## config.mk

```make
export PLATFORM = sky130hd
export DESIGN_NAME = zoom_sequencer
export DESIGN_NICKNAME = d
export VERILOG_FILES = /design/src/rtl/zoom_pkg.sv /design/src/rtl/zoom_level_ctrl.sv /design/src/rtl/zoom_sequencer.sv
export SDC_FILE = /design/constraint.sdc
export NUM_CORES = 1
export LEC_CHECK = 0
export ABC_AREA = 0
export BUFFER_PORTS_ARGS = -buffer_cell sky130_fd_sc_hd__buf_4
export CORE_MARGIN = 2
export CORE_UTILIZATION = 39
export DETAILED_ROUTE_END_ITERATION = 10
export GPL_TIMING_DRIVEN = 0
export PLACE_DENSITY = 0.71
export SLEW_MARGIN = 30
export SYNTH_ARGS = -nofsm -noshare
export SYNTH_HDL_FRONTEND = slang
export SYNTH_HIERARCHICAL = 1
export SYNTH_SLANG_ARGS = --single-unit
```

## constraint.sdc

```tcl
create_clock -name clock -period 2.5 [get_ports clock]
set_clock_uncertainty 0.05 [all_clocks]
set_input_delay 0.125 -clock clock [delete_from_list [all_inputs] [get_ports clock]]
set_output_delay 0.125 -clock clock [all_outputs]
set_load 0.005 [all_outputs]
```

## src/rtl/zoom_pkg.sv

```systemverilog
// Shared types for the zoom sequencer: level/code table, FSM states,
// pending-request bundle and control_data field offsets.
package zoom_pkg;

    localparam logic [2:0] LVL_MIN = 3'd0;
    localparam logic [2:0] LVL_MAX = 3'd4;

    localparam int CD_W        = 10;
    localparam int CD_ZOOM_LSB = 7;
    localparam int CD_ALG_LSB  = 3;

    typedef enum logic [2:0] {
        S_IDLE,
        S_CLEAR,
        S_LAUNCH,
        S_RUN,
        S_DONE
    } state_e;

    typedef enum logic [1:0] {
        DIR_RECOMP,
        DIR_IN,
        DIR_OUT
    } dir_e;

    typedef struct packed {
        dir_e dir;
        logic valid;
    } pend_t;

    function automatic logic [2:0] zoom_code_of(input logic [2:0] lvl);
        logic [2:0] code;
        case (lvl)
            3'd0:    code = 3'b100;
            3'd1:    code = 3'b011;
            3'd2:    code = 3'b000;
            3'd3:    code = 3'b001;
            3'd4:    code = 3'b010;
            default: code = 3'b000;
        endcase
        return code;
    endfunction

endpackage

```

## src/rtl/zoom_level_ctrl.sv

```systemverilog
// Zoom level bookkeeping: resolves request pulses, keeps the 1-entry
// pending request and the committed level, applies saturation.
module zoom_level_ctrl
    import zoom_pkg::*;
#(
    parameter logic [2:0] DEFAULT_LEVEL = 3'd2
) (
    input  logic       clock,
    input  logic       reset,
    input  logic       zoom_in_req,
    input  logic       zoom_out_req,
    input  logic       recompute_req,
    input  logic       i_hold,
    input  logic       i_take,
    output logic       o_accept,
    output logic [2:0] o_target_code
);

    logic [2:0] r_level;
    pend_t      r_pend;

    pend_t      w_new;
    pend_t      w_req;
    logic       w_sat;
    logic [2:0] w_target;

    always_comb begin
        w_new.valid = (zoom_in_req ^ zoom_out_req) | recompute_req;
        w_new.dir   = DIR_RECOMP;
        if (zoom_in_req & ~zoom_out_req) begin
            w_new.dir = DIR_IN;
        end else if (zoom_out_req & ~zoom_in_req) begin
            w_new.dir = DIR_OUT;
        end
    end

    // A fresh pulse is newer than anything parked while busy.
    assign w_req = w_new.valid ? w_new : r_pend;

    always_comb begin
        w_sat    = 1'b0;
        w_target = r_level;
        unique case (w_req.dir)
            DIR_IN: begin
                w_sat    = (r_level == LVL_MAX);
                w_target = r_level + 3'd1;
            end
            DIR_OUT: begin
                w_sat    = (r_level == LVL_MIN);
                w_target = r_level - 3'd1;
            end
            default: begin
                w_sat    = 1'b0;
                w_target = r_level;
            end
        endcase
    end

    assign o_accept      = i_take & w_req.valid & ~w_sat;
    assign o_target_code = zoom_code_of(w_target);

    always_ff @(posedge clock) begin
        if (reset) begin
            r_level <= DEFAULT_LEVEL;
            r_pend  <= '0;
        end else begin
            if (o_accept) begin
                r_level <= w_target;
            end
            if (i_take) begin
                r_pend <= '0;
            end else if (i_hold && w_new.valid) begin
                r_pend <= w_new;
            end
        end
    end

endmodule

```

## src/rtl/zoom_sequencer.sv

```systemverilog
// Zoom coprocessor sequencer: commits the target zoom level, then
// resets, launches and monitors alu_algoritmos.
module zoom_sequencer
    import zoom_pkg::*;
#(
    parameter int RESET_CYCLES   = 4,
    parameter int TIMEOUT_CYCLES = 1_000_000,
    parameter int CNT_W          = 20,
    parameter int DEFAULT_LEVEL  = 2
) (
    input  logic            clock,
    input  logic            reset,
    input  logic            zoom_in_req,
    input  logic            zoom_out_req,
    input  logic            recompute_req,
    input  logic [3:0]      alg_sel,
    input  logic            alu_done,
    output logic            alu_reset,
    output logic            alu_start,
    output logic [CD_W-1:0] control_data,
    output logic [2:0]      prop_zoom,
    output logic            busy,
    output logic            frame_valid,
    output logic            error
);

    localparam logic [2:0]       DEF_LVL  = 3'(DEFAULT_LEVEL);
    localparam logic [CNT_W-1:0] RST_LAST = CNT_W'(RESET_CYCLES - 1);
    localparam logic [CNT_W-1:0] TO_LAST  = CNT_W'(TIMEOUT_CYCLES - 1);

    state_e            r_state;
    logic [CNT_W-1:0]  r_cnt;
    logic              r_alu_reset;
    logic              r_alu_start;
    logic [CD_W-1:0]   r_ctrl;
    logic [2:0]        r_prop;
    logic              r_busy;
    logic              r_fv;
    logic              r_err;

    logic              w_take;
    logic              w_hold;
    logic              w_accept;
    logic [2:0]        w_target_code;

    assign w_take = (r_state == S_IDLE) || (r_state == S_DONE);
    assign w_hold = (r_state == S_CLEAR) || (r_state == S_LAUNCH)
                 || (r_state == S_RUN);

    zoom_level_ctrl #(
        .DEFAULT_LEVEL (DEF_LVL)
    ) u_level (
        .clock         (clock),
        .reset         (reset),
        .zoom_in_req   (zoom_in_req),
        .zoom_out_req  (zoom_out_req),
        .recompute_req (recompute_req),
        .i_hold        (w_hold),
        .i_take        (w_take),
        .o_accept      (w_accept),
        .o_target_code (w_target_code)
    );

    always_ff @(posedge clock) begin
        if (reset) begin
            r_state     <= S_CLEAR;
            r_cnt       <= '0;
            r_alu_reset <= 1'b1;
            r_alu_start <= 1'b0;
            r_ctrl      <= '0;
            r_prop      <= zoom_code_of(DEF_LVL);
            r_busy      <= 1'b1;
            r_fv        <= 1'b0;
            r_err       <= 1'b0;
        end else begin
            if (w_accept) begin
                r_prop <= w_target_code;
                r_fv   <= 1'b0;
                r_err  <= 1'b0;
            end
            unique case (r_state)
                S_IDLE: begin
                    r_cnt <= '0;
                    if (w_accept) begin
                        r_state     <= S_CLEAR;
                        r_alu_reset <= 1'b1;
                        r_busy      <= 1'b1;
                    end
                end
                S_CLEAR: begin
                    if (r_cnt == RST_LAST) begin
                        // control word goes out together with the start pulse
                        r_state     <= S_LAUNCH;
                        r_cnt       <= '0;
                        r_alu_reset <= 1'b0;
                        r_alu_start <= 1'b1;
                        r_ctrl      <= '0;
                        r_ctrl[CD_ZOOM_LSB +: 3] <= r_prop;
                        r_ctrl[CD_ALG_LSB +: 4]  <= alg_sel;
                    end else begin
                        r_cnt <= r_cnt + 1'b1;
                    end
                end
                S_LAUNCH: begin
                    r_state     <= S_RUN;
                    r_cnt       <= '0;
                    r_alu_start <= 1'b0;
                end
                S_RUN: begin
                    if (alu_done) begin
                        r_state <= S_DONE;
                        r_cnt   <= '0;
                        r_fv    <= 1'b1;
                    end else if (r_cnt == TO_LAST) begin
                        r_state <= S_IDLE;
                        r_cnt   <= '0;
                        r_err   <= 1'b1;
                        r_busy  <= 1'b0;
                    end else begin
                        r_cnt <= r_cnt + 1'b1;
                    end
                end
                S_DONE: begin
                    r_cnt <= '0;
                    if (w_accept) begin
                        r_state     <= S_CLEAR;
                        r_alu_reset <= 1'b1;
                    end else begin
                        r_state <= S_IDLE;
                        r_busy  <= 1'b0;
                    end
                end
                default: begin
                    r_state <= S_IDLE;
                    r_cnt   <= '0;
                    r_busy  <= 1'b0;
                end
            endcase
        end
    end

    assign alu_reset    = r_alu_reset;
    assign alu_start    = r_alu_start;
    assign control_data = r_ctrl;
    assign prop_zoom    = r_prop;
    assign busy         = r_busy;
    assign frame_valid  = r_fv;
    assign error        = r_err;

endmodule

```

After elaboration in Yosys (flattened, before gate mapping)
Index checks and enable logic that the tools add are counted.

cells by class
  add/subtract/negate cells = 3
  $mul = 0
  divide/modulo/power cells = 0
  magnitude comparators = 0
  eq/ne operators = 19
  shift operators = 0
  mux-type cells = 32
  bitwise logic cells = 10
  reductions and logical operators = 17

operators by type and width
  operator                                               number
  two-way mux 20 bit                                     3
  case mux 20 bit (2 select lines)                       1
  adder 20 x 1 -> 20 bit (second input constant)         1
  equality test 20 x 2 -> 1 bit (second input constant)  1
  equality test 20 bit (second input constant)           1
  two-way mux 3 bit                                      5
  case mux 3 bit (5 select lines)                        1
  two-way mux 1 bit                                      14
  case mux 3 bit (4 select lines)                        1
  equality test 3 x 2 -> 1 bit (second input constant)   3
  equality test 3 bit (second input constant)            3
  logical NOT 3 bit                                      3
  != test 2 x 1 -> 1 bit (second input constant)         4
  equality test 3 x 1 -> 1 bit (second input constant)   2
  case mux 1 bit (2 select lines)                        3
  case mux 3 bit (2 select lines)                        1
  AND reduction 3 bit                                    2
  OR reduction 2 bit                                     3
  AND reduction 5 bit                                    1
  AND 1 bit                                              4
  two-way mux 2 bit                                      2
  != test 2 bit (second input constant)                  2
  NOT 1 bit                                              4
  case mux 1 bit (4 select lines)                        1
  11 further kinds                                       15

word-level totals
  register bits after elaboration = 44
  latch bits = 0
  memory bits (writable) = 0
  bits in read-only memories = 0
  output and inout port bits = 18
  word-level logic and storage cells = 93
  memories = 0

Longest topological paths before layout
Gate-level depths: netlist (run 1).

  word-level depth = 13
  mapped depth = 15

Cells and area by module
Netlist (run 1), hierarchy kept.

by module, submodules not included
  module           times used  cells an instance  area each (um2)  seq. area each (um2)
  zoom_sequencer   1           193                1687.9           760.7
  zoom_level_ctrl  1           61                 501.7            120.1

Worst setup path after synthesis (run 1)
Ideal clock, no wire load.

  kind = input to register
  start point = in zoom_in_req
  end point = reg r_state[0]
  arrival = 2447 ps
  required time = 2316 ps
  path slack = -131 ps
  stages = 12
  path buffers = 2
  cells stage by stage = inv_1 > ha_1 > nand2b_1 > mux2_2 > ha_1 > buf_2 > nor3_1 > nor2_1 > clkbuf_1 > nor2_1 > a211oi_1 > or4_1

between the ends
  longest elaborated chain between the ends = 11
  elaborated cells between the ends (all ways) = 18
  those cells by class = eq/ne (3); mux (6); bitwise (8); reduce/logical (1)

ends and longest elaborated chain
  what                                                                    RTL line               source
  start: declaration                                                      zoom_sequencer.sv:13   input logic zoom_in_req,
  NOT 1 bit                                                               zoom_level_ctrl.sv:32  end else if (zoom_out_req & ~zoom_in_req) begin
  AND 1 bit                                                               zoom_level_ctrl.sv:32
  two-way mux 2 bit                                                       zoom_level_ctrl.sv:32
  two-way mux 2 bit                                                       zoom_level_ctrl.sv:30  if (zoom_in_req & ~zoom_out_req) begin
  two-way mux 3 bit (*)                                                   zoom_level_ctrl.sv:38  assign w_req = w_new.valid ? w_new : r_pend;
  equality test 2 bit or equality test 2 x 1 -> 1 bit (tied branches)     zoom_level_ctrl.sv:43  unique case (w_req.dir)
  case mux 1 bit (2 select lines)                                         zoom_level_ctrl.sv:43
  NOT 1 bit                                                               zoom_level_ctrl.sv:59  assign o_accept = i_take & w_req.valid & ~w_sat;
  AND 1 bit (*)                                                           zoom_level_ctrl.sv:59
  via w_accept                                                            zoom_sequencer.sv:43   logic w_accept;
  two-way mux 1 bit or != test 2 x 1 -> 1 bit (tied branches)             -
  case mux 3 bit (5 select lines) or AND reduction 3 bit (tied branches)  -
  end signal: assignment                                                  zoom_sequencer.sv:85   r_state <= S_CLEAR;
  end signal: assignment                                                  zoom_sequencer.sv:126  r_state <= S_CLEAR;
  end signal: assignment                                                  zoom_sequencer.sv:129  r_state <= S_IDLE;
  end: declaration                                                        zoom_sequencer.sv:31   state_e r_state;

Mark *: on every way through the listed nets, which the timed path passes. The rest lies on a longest branch.
A chain may end at the register's enable or synchronous reset.

Final worst setup path (run 1)
  start point = reg r_cnt[0]
  end point = reg r_alu_reset (netlist: alu_reset)

between the ends
  longest elaborated chain between the ends = 3

ends and longest elaborated chain
  what                                     RTL line               source
  start: declaration                       zoom_sequencer.sv:32   logic [CNT_W-1:0] r_cnt;
  start signal: assignment                 zoom_sequencer.sv:101  r_cnt <= r_cnt + 1'b1;
  start signal: assignment                 zoom_sequencer.sv:120  r_cnt <= r_cnt + 1'b1;
  equality test 20 x 2 -> 1 bit            zoom_sequencer.sv:91   if (r_cnt == RST_LAST) begin
  != test 2 x 1 -> 1 bit (no source line)  -
  AND reduction 3 bit (no source line)     -
  end signal: assignment                   zoom_sequencer.sv:86   r_alu_reset <= 1'b1;
  end signal: assignment                   zoom_sequencer.sv:95   r_alu_reset <= 1'b0;
  end signal: assignment                   zoom_sequencer.sv:127  r_alu_reset <= 1'b1;
  end: declaration                         zoom_sequencer.sv:33   logic r_alu_reset;

Every way passes these cells.

==> flow_summary.yaml, run 1 <==
timing:
  tns_ps: 0
  finalSetupViolations: 0
  period_needed_ps: 2370
  whs_ps: 13.4
  worstMarginPinSlew_ps: 523
  rsz0062_at_grt: "true"
  drv_slew: 0
  timing.final.crit_share: 0.947
  hold_viol_final: 0
  fmax_mhz: 422
  slew_headroom: 0.648
place:
  dp_hpwl_mm: 3.07
  gp_congestion: 0.776
  place.port_buffers: 24
layout:
  area_growth_pct: 24.0
  drive_above_1_share: 0.218
  multiInputGateArea_um2: 1280
  regArea_um2: 883
  n_antenna_cell: 0
  nFillCells: 524
  nNetsFinal: 309
  postLayoutCoreUtil: 0.496
synth:
  synth_top_area_frac: 0.402
  synth.yosys.seq_area_share: 0.402
  synthFlopType: "dfxtp_1"
  yosys_warnings: 6
  yosysTopAreaCell: "dfxtp_1"
  synthesis.instances: 254
  synth_area_leaders: "dfxtp_1, nor2_1, mux2i_1, xor2_1, xnor2_1"
  ys_ff_latch: 44
  yosysUniqueCellTypes: 43
  syn_area_um2: 2190
  syn_area_per_cell_um2: 8.62
  synth_edf_count: 0
  ys_async_sr_fraction: 0
global_route:
  grt_pass1_vias: 1631
  antenna_found_initial: 0
  grtUsageTotal: 0.144
  grt_pass1_wl_mm: 7.24
  grt_overflow: 0
  grt_max_degree: 14
worst_setup_path:
  crit_start: "r_cnt[0]"
  worst_ep_required_time_ps: 2640
  timing.rr.end: "alu_reset"
  worstSetupEndpoint: "alu_reset"
  r2r_slack_ps: 130
  crit_path_start_kind: "flip-flop"
  r2r_cells: 7
  reg2reg_from: "r_cnt[0]"
  crit_arrival_ps: 2510
  worstSetupPathType: "reg2reg"
  end_kind: "flip-flop"
  cp_max_fo: 6
routing:
  antenna_left: 0
  dr.pass1.iters: 4
  routedWlPerCell_um: 12.0
  dr_total_vias: 1799
  drt_wl_total_mm: 4.39
  drt-initial-drc-count: 89
  avgViaCountPerCell: 4.93
  route.detailed.drc: 0
floorplan:
  io_pins: 28
  die_h_um: 78.9
  rows: 27
  die_w_um: 78.9
  start_util: 0.400
  dieArea_um2: 6230
  fp.coreArea_um2: 5470
cts:
  cts_buffer_depth: 2
  cts-root-buf: "clkbuf_8"
  clkSinkCount: 44
  clk_latency_ps: 290
  cts_tree: "built"
  clk_pin_slew_ps: 80
  cts_inserted_buffers: 5
  htreeDepth: 2
power_and_ir_drop:
  leakage_uw: 0.00105
  powerDensity_nw_per_um2: 707
  power.total_uw: 1920
  ir_drop_mv: 0.402
hold_path:
  min_path_type: "in2reg"
job:
  drv_cap: 0
status:
  outcome: "finished clean"
==> report_power, final <==
group	switching (µW)	internal [µW]
Clock	240	353
Sequential	51.9	761
Combinational	287	228
Total	579	1340
==> stage by stage <==
| step | worst slack [ps] | instances | cell area (µm²) |
|---|---|---|---|
| 6_report | 133 | 365 | 2720 |
| 5_1_grt | -20.4 | 365 | 2720 |
| 4_1_cts | 11.1 | 365 | 2650 |
| 3_5_place_dp | -291 | 352 | 2480 |
| 3_3_place_gp | -276 | 352 | 2480 |
| 2_1_floorplan | 8.71 | 256 | 2210 |
==> Yosys cell counts (all sizes together), types with 4 or more instances <==
library cell and n:
nor2b 4, a21oi 7, buf 7, nand4 7, o21ai 6, mux2i 15
inv 12, nand2 10, or4 6, nor3 7, xor2 13, clkbuf 5
dfxtp 44, nor2 51, ha 7, nor4 5, nand3 10, xnor2 12
==> cell usage in the layout (no fill, tap or decap), drive strengths merged, types with 2 or more instances in the layout <==
cell type and n:
or4 6, nand2 10, a21oi 7, nand2b 2, nor4 5, nand4 7
inv 12, or2 2, and3 2, nand3 10, mux2i 15, nand3b 2
o21a 2, xor2 13, conb 3, clkbuf 13, ha 7, nor2b 4
buf 34, xnor2 12, nor2 51, dfxtp 44, o21ai 6, nor3 7
==> worst min-delay path by stage <==
stage	end	slack (ps)	start	depth (start not counted)
2_1_floorplan	u_level/r_level[2]	140	reset	1
3_3_place_gp	u_level/r_level[2]	300	reset	2
3_5_place_dp	u_level/r_level[0]	300	reset	2
4_1_cts	control_data[3]	10	alg_sel[0]	3
5_1_grt	control_data[4]	30	alg_sel[1]	3
6_report	control_data[4]	10	alg_sel[1]	3
==> cell type report <==
type | instances | area share
Clock buffer | 7 | 0.0355
Inverter | 12 | 0.0166
Clock inverter | 1 | 0.0111
Buffer | 12 | 0.0258
Timing Repair Buffer | 29 | 0.0811
Tap cell | 72 | 0.0332
Sequential cell | 44 | 0.325
Multi-Input combinational cell | 188 | 0.471
==> worst max-delay path, stage by stage (launching register included) <==
cell and delay (ps):
dfxtp_2 380, ha_2 250, or4b_1 440, or3_4 360, nor4_4 290, buf_4 170
inv_2 30, a221o_1 280
==> metal layers <==
layer	track usage	routed length, µm	vias to the layer above
met5	0	0	-
met4	0.0500	67	0
met3	0.0352	171	6
met2	0.232	1950	35
met1	0.189	2210	810
li1	-	-	948
==> logic make-up (layout without fill, tap and decap cells) <==
group | count (synthesis) | in the layout | synth area share
AO/OA/AOI/OAI | 24 | 24 | 0.0720
multiplexers | 16 | 16 | 0.0737
other | 1 | 3 | 0.00171
AND/OR/NAND/NOR | 113 | 113 | 0.262
adder cells (fa/ha/maj) | 7 | 7 | 0.0400
XOR/XNOR | 25 | 25 | 0.100
buffers and inverters | 24 | 61 | 0.0486
flip-flops | 44 | 44 | 0.402
==> registers in the layout, summed over array words and instances, names as in the netlist <==
| signal | count |
|---|---|
| u_level/r_level | 3 |
| alu_start | 1 |
| frame_valid | 1 |
| busy | 1 |
| error | 1 |
| control_data | 7 |
| u_level/r_pend | 3 |
| alu_reset | 1 |
| prop_zoom | 3 |
| r_cnt | 20 |
| r_state | 3 |
==> what timing repair did <==
item,CTS,global route
endpoints found under the hold margin,4,0
endpoints found under the setup margin,11,35
gates resized for setup,0,15
pin swaps,1,0
hold buffers,1,0
setup buffers,4,0
Power figures use the tool's default switching activity.
==> inputs of run 2 (changes only) <==
CELL_PAD_IN_SITES_DETAIL_PLACEMENT = 0   (was unset)
CELL_PAD_IN_SITES_GLOBAL_PLACEMENT = 2   (was unset)
CORE_UTILIZATION = 31   (was 39)
PLACE_DENSITY = 0.85   (was 0.71)
==> run 2 against run 1 <==
Critical path depth is 3 lower. Register-to-register slack worse by 20 ps. Clock power is 22% lower. Flip-flop and latch count stayed put. Clock-buffer cell count is 1 lower. Cell area is 0.83% higher. Sequential power is 0.5% higher. First-iteration DRC count is 9.0% higher. Setup slack worse by 17 ps. Core utilization is 9.5 points lower. Routed wire length is 4.6% higher. Sequential share of layout area is 0.31 points lower. Critical endpoint is now r_state[0].
==> flow_summary.yaml, run 2 (synthesis results as in run 1) <==
place:
  place_area_um2: 2510
  place.port_buffers: 24
  dp_hpwl_mm: 3.37
  gp_congestion: 0.746
floorplan:
  die_h_um: 88.0
  dieArea_um2: 7750
  rows: 30
  start_util: 0.321
  fp.coreArea_um2: 6830
  io_pins: 28
  die_w_um: 88.0
worst_setup_path:
  crit_arrival_ps: 2510
  critical-path-slowest-cell: "or4_1"
  slowest_delay_ps: 590
  cpLargestDelayFamily: "simple AND/OR/NAND/NOR gates"
  worstSetupPathType: "reg2reg"
  cp_common_cell: "or4_1"
  crit_path_cell_trace: "or4_1, or4_4, o21a_1, or4_1"
  end_kind: "flip-flop"
  cp_max_fo: 6
  worst_ep_required_time_ps: 2620
  critPathBufInv: 0
  crit_path_start_kind: "flip-flop"
power_and_ir_drop:
  ir_drop_mv: 0.237
  power.total_uw: 1800
  clockPowerShare: 0.255
  combPwrFrac: 0.291
  seqPwrFrac: 0.453
  p_int_uw: 1210
  leakage_uw: 0.00104
  powerDensity_nw_per_um2: 659
  switching_share: 0.327
  p_sw_uw: 590
layout:
  nNetsFinal: 307
  largest_register_ffs: 20
  final_cell_mix: "nor2_1, dfxtp_1, buf_4"
  final_common_cell: "nor2_1"
  area_growth_pct: 25.0
  drive_above_1_share: 0.220
  postLayoutCoreUtil: 0.401
  n_antenna_cell: 0
  final_area_um2: 2740
  regMostFlops: "r_cnt"
global_route:
  grt_overflow: 0
  grt_max_degree: 14
  antenna_found_initial: 0
  grt_pass1_vias: 1707
  grt_pass1_wl_mm: 7.88
  grtUsageTotal: 0.127
timing:
  finalSetupViolations: 0
  rsz0062_at_grt: "false"
  worstMarginPinSlew_ps: 595
  period_needed_ps: 2380
  fmax_mhz: 419
  whs_ps: 11.3
  slew_headroom: 0.600
  hold_viol_final: 0
  drv_slew: 0
  timing.final.crit_share: 0.954
job:
  drv_cap: 0
routing:
  drt_wl_total_mm: 4.60
  drt-initial-drc-count: 97
  routedWlPerCell_um: 11.9
  route.detailed.drc: 0
  antenna_left: 0
  avgViaCountPerCell: 4.70
  dr_total_vias: 1820
  dr.pass1.iters: 4
cts:
  cts_tree: "built"
  htreeDepth: 2
  cts_inserted_buffers: 5
  cts-root-buf: "clkbuf_8"
  cts_buffer_depth: 2
  clkSinkCount: 44
  clk_pin_slew_ps: 80
  clk_latency_ps: 300
status:
  outcome: "finished clean"
hold_path:
  min_path_type: "in2reg"
[run 2: worst min-delay path, delay by kind of cell]
| kind | cells | cell delay [ps] |
|---|---|---|
| simple gates | 1 | 70 |
| buf+inv | 1 | 70 |
| mux | 1 | 50 |
[run 2: layout make-up]
type | instances | area, µm²
Fill cell | 740 | 4090
Buffer | 11 | 65.1
Sequential cell | 44 | 882
Timing Repair Buffer | 28 | 213
Multi-Input combinational cell | 188 | 1320
Clock inverter | 2 | 10.0
Inverter | 12 | 45.0
Tap cell | 96 | 120
Clock buffer | 6 | 82.6
[run 2: layer usage]
layer | vias up | routed length, µm | GRT usage
li1 | 933 | - | -
met3 | 4 | 159 | 0.0292
met2 | 24 | 2110 | 0.202
met5 | - | 0 | 0
met1 | 859 | 2280 | 0.173
met4 | 0 | 56 | 0.0372
[run 2: repair_timing]
| item | in CTS | in global routing |
|---|---|---|
| hold endpoints to repair | 3 | 0 |
| setup buffers | 3 | 0 |
| hold buffers | 1 | 0 |
| pin swaps | 1 | 1 |
| setup endpoints to repair | 12 | 35 |
| gates resized for setup | 1 | 21 |
[run 2: through the flow]
stage                     TNS [ps]  instances  setup slack [ps]
after floorplan                  0        256              8.71
after global placement       -3680        376              -316
after detailed placement     -3870        376              -325
after CTS                        0        388              7.36
after global routing             0        387              33.4
final                            0        387               116
[run 2: final timing paths]
path / from / to / slack (ps) / depth (start not counted)
hold / removal: alg_sel[3] / control_data[6] / 10 / 3
setup / recovery: r_cnt[6] / r_state[0] / 120 / 4
hold reg to reg: r_cnt[0] / r_cnt[0] / 440 / 1
setup reg to reg: r_cnt[6] / r_state[0] / 120 / 4
[run 2: power by group through the flow]
stage          Clock [µW]  Sequential (µW)  Combinational (µW)
6_report              460              817                 526
2_1_floorplan           0              815                 354
3_5_place_dp            0              827                 482
4_1_cts               480              810                 497
3_3_place_gp            0              826                 480
5_1_grt               504              830                 595
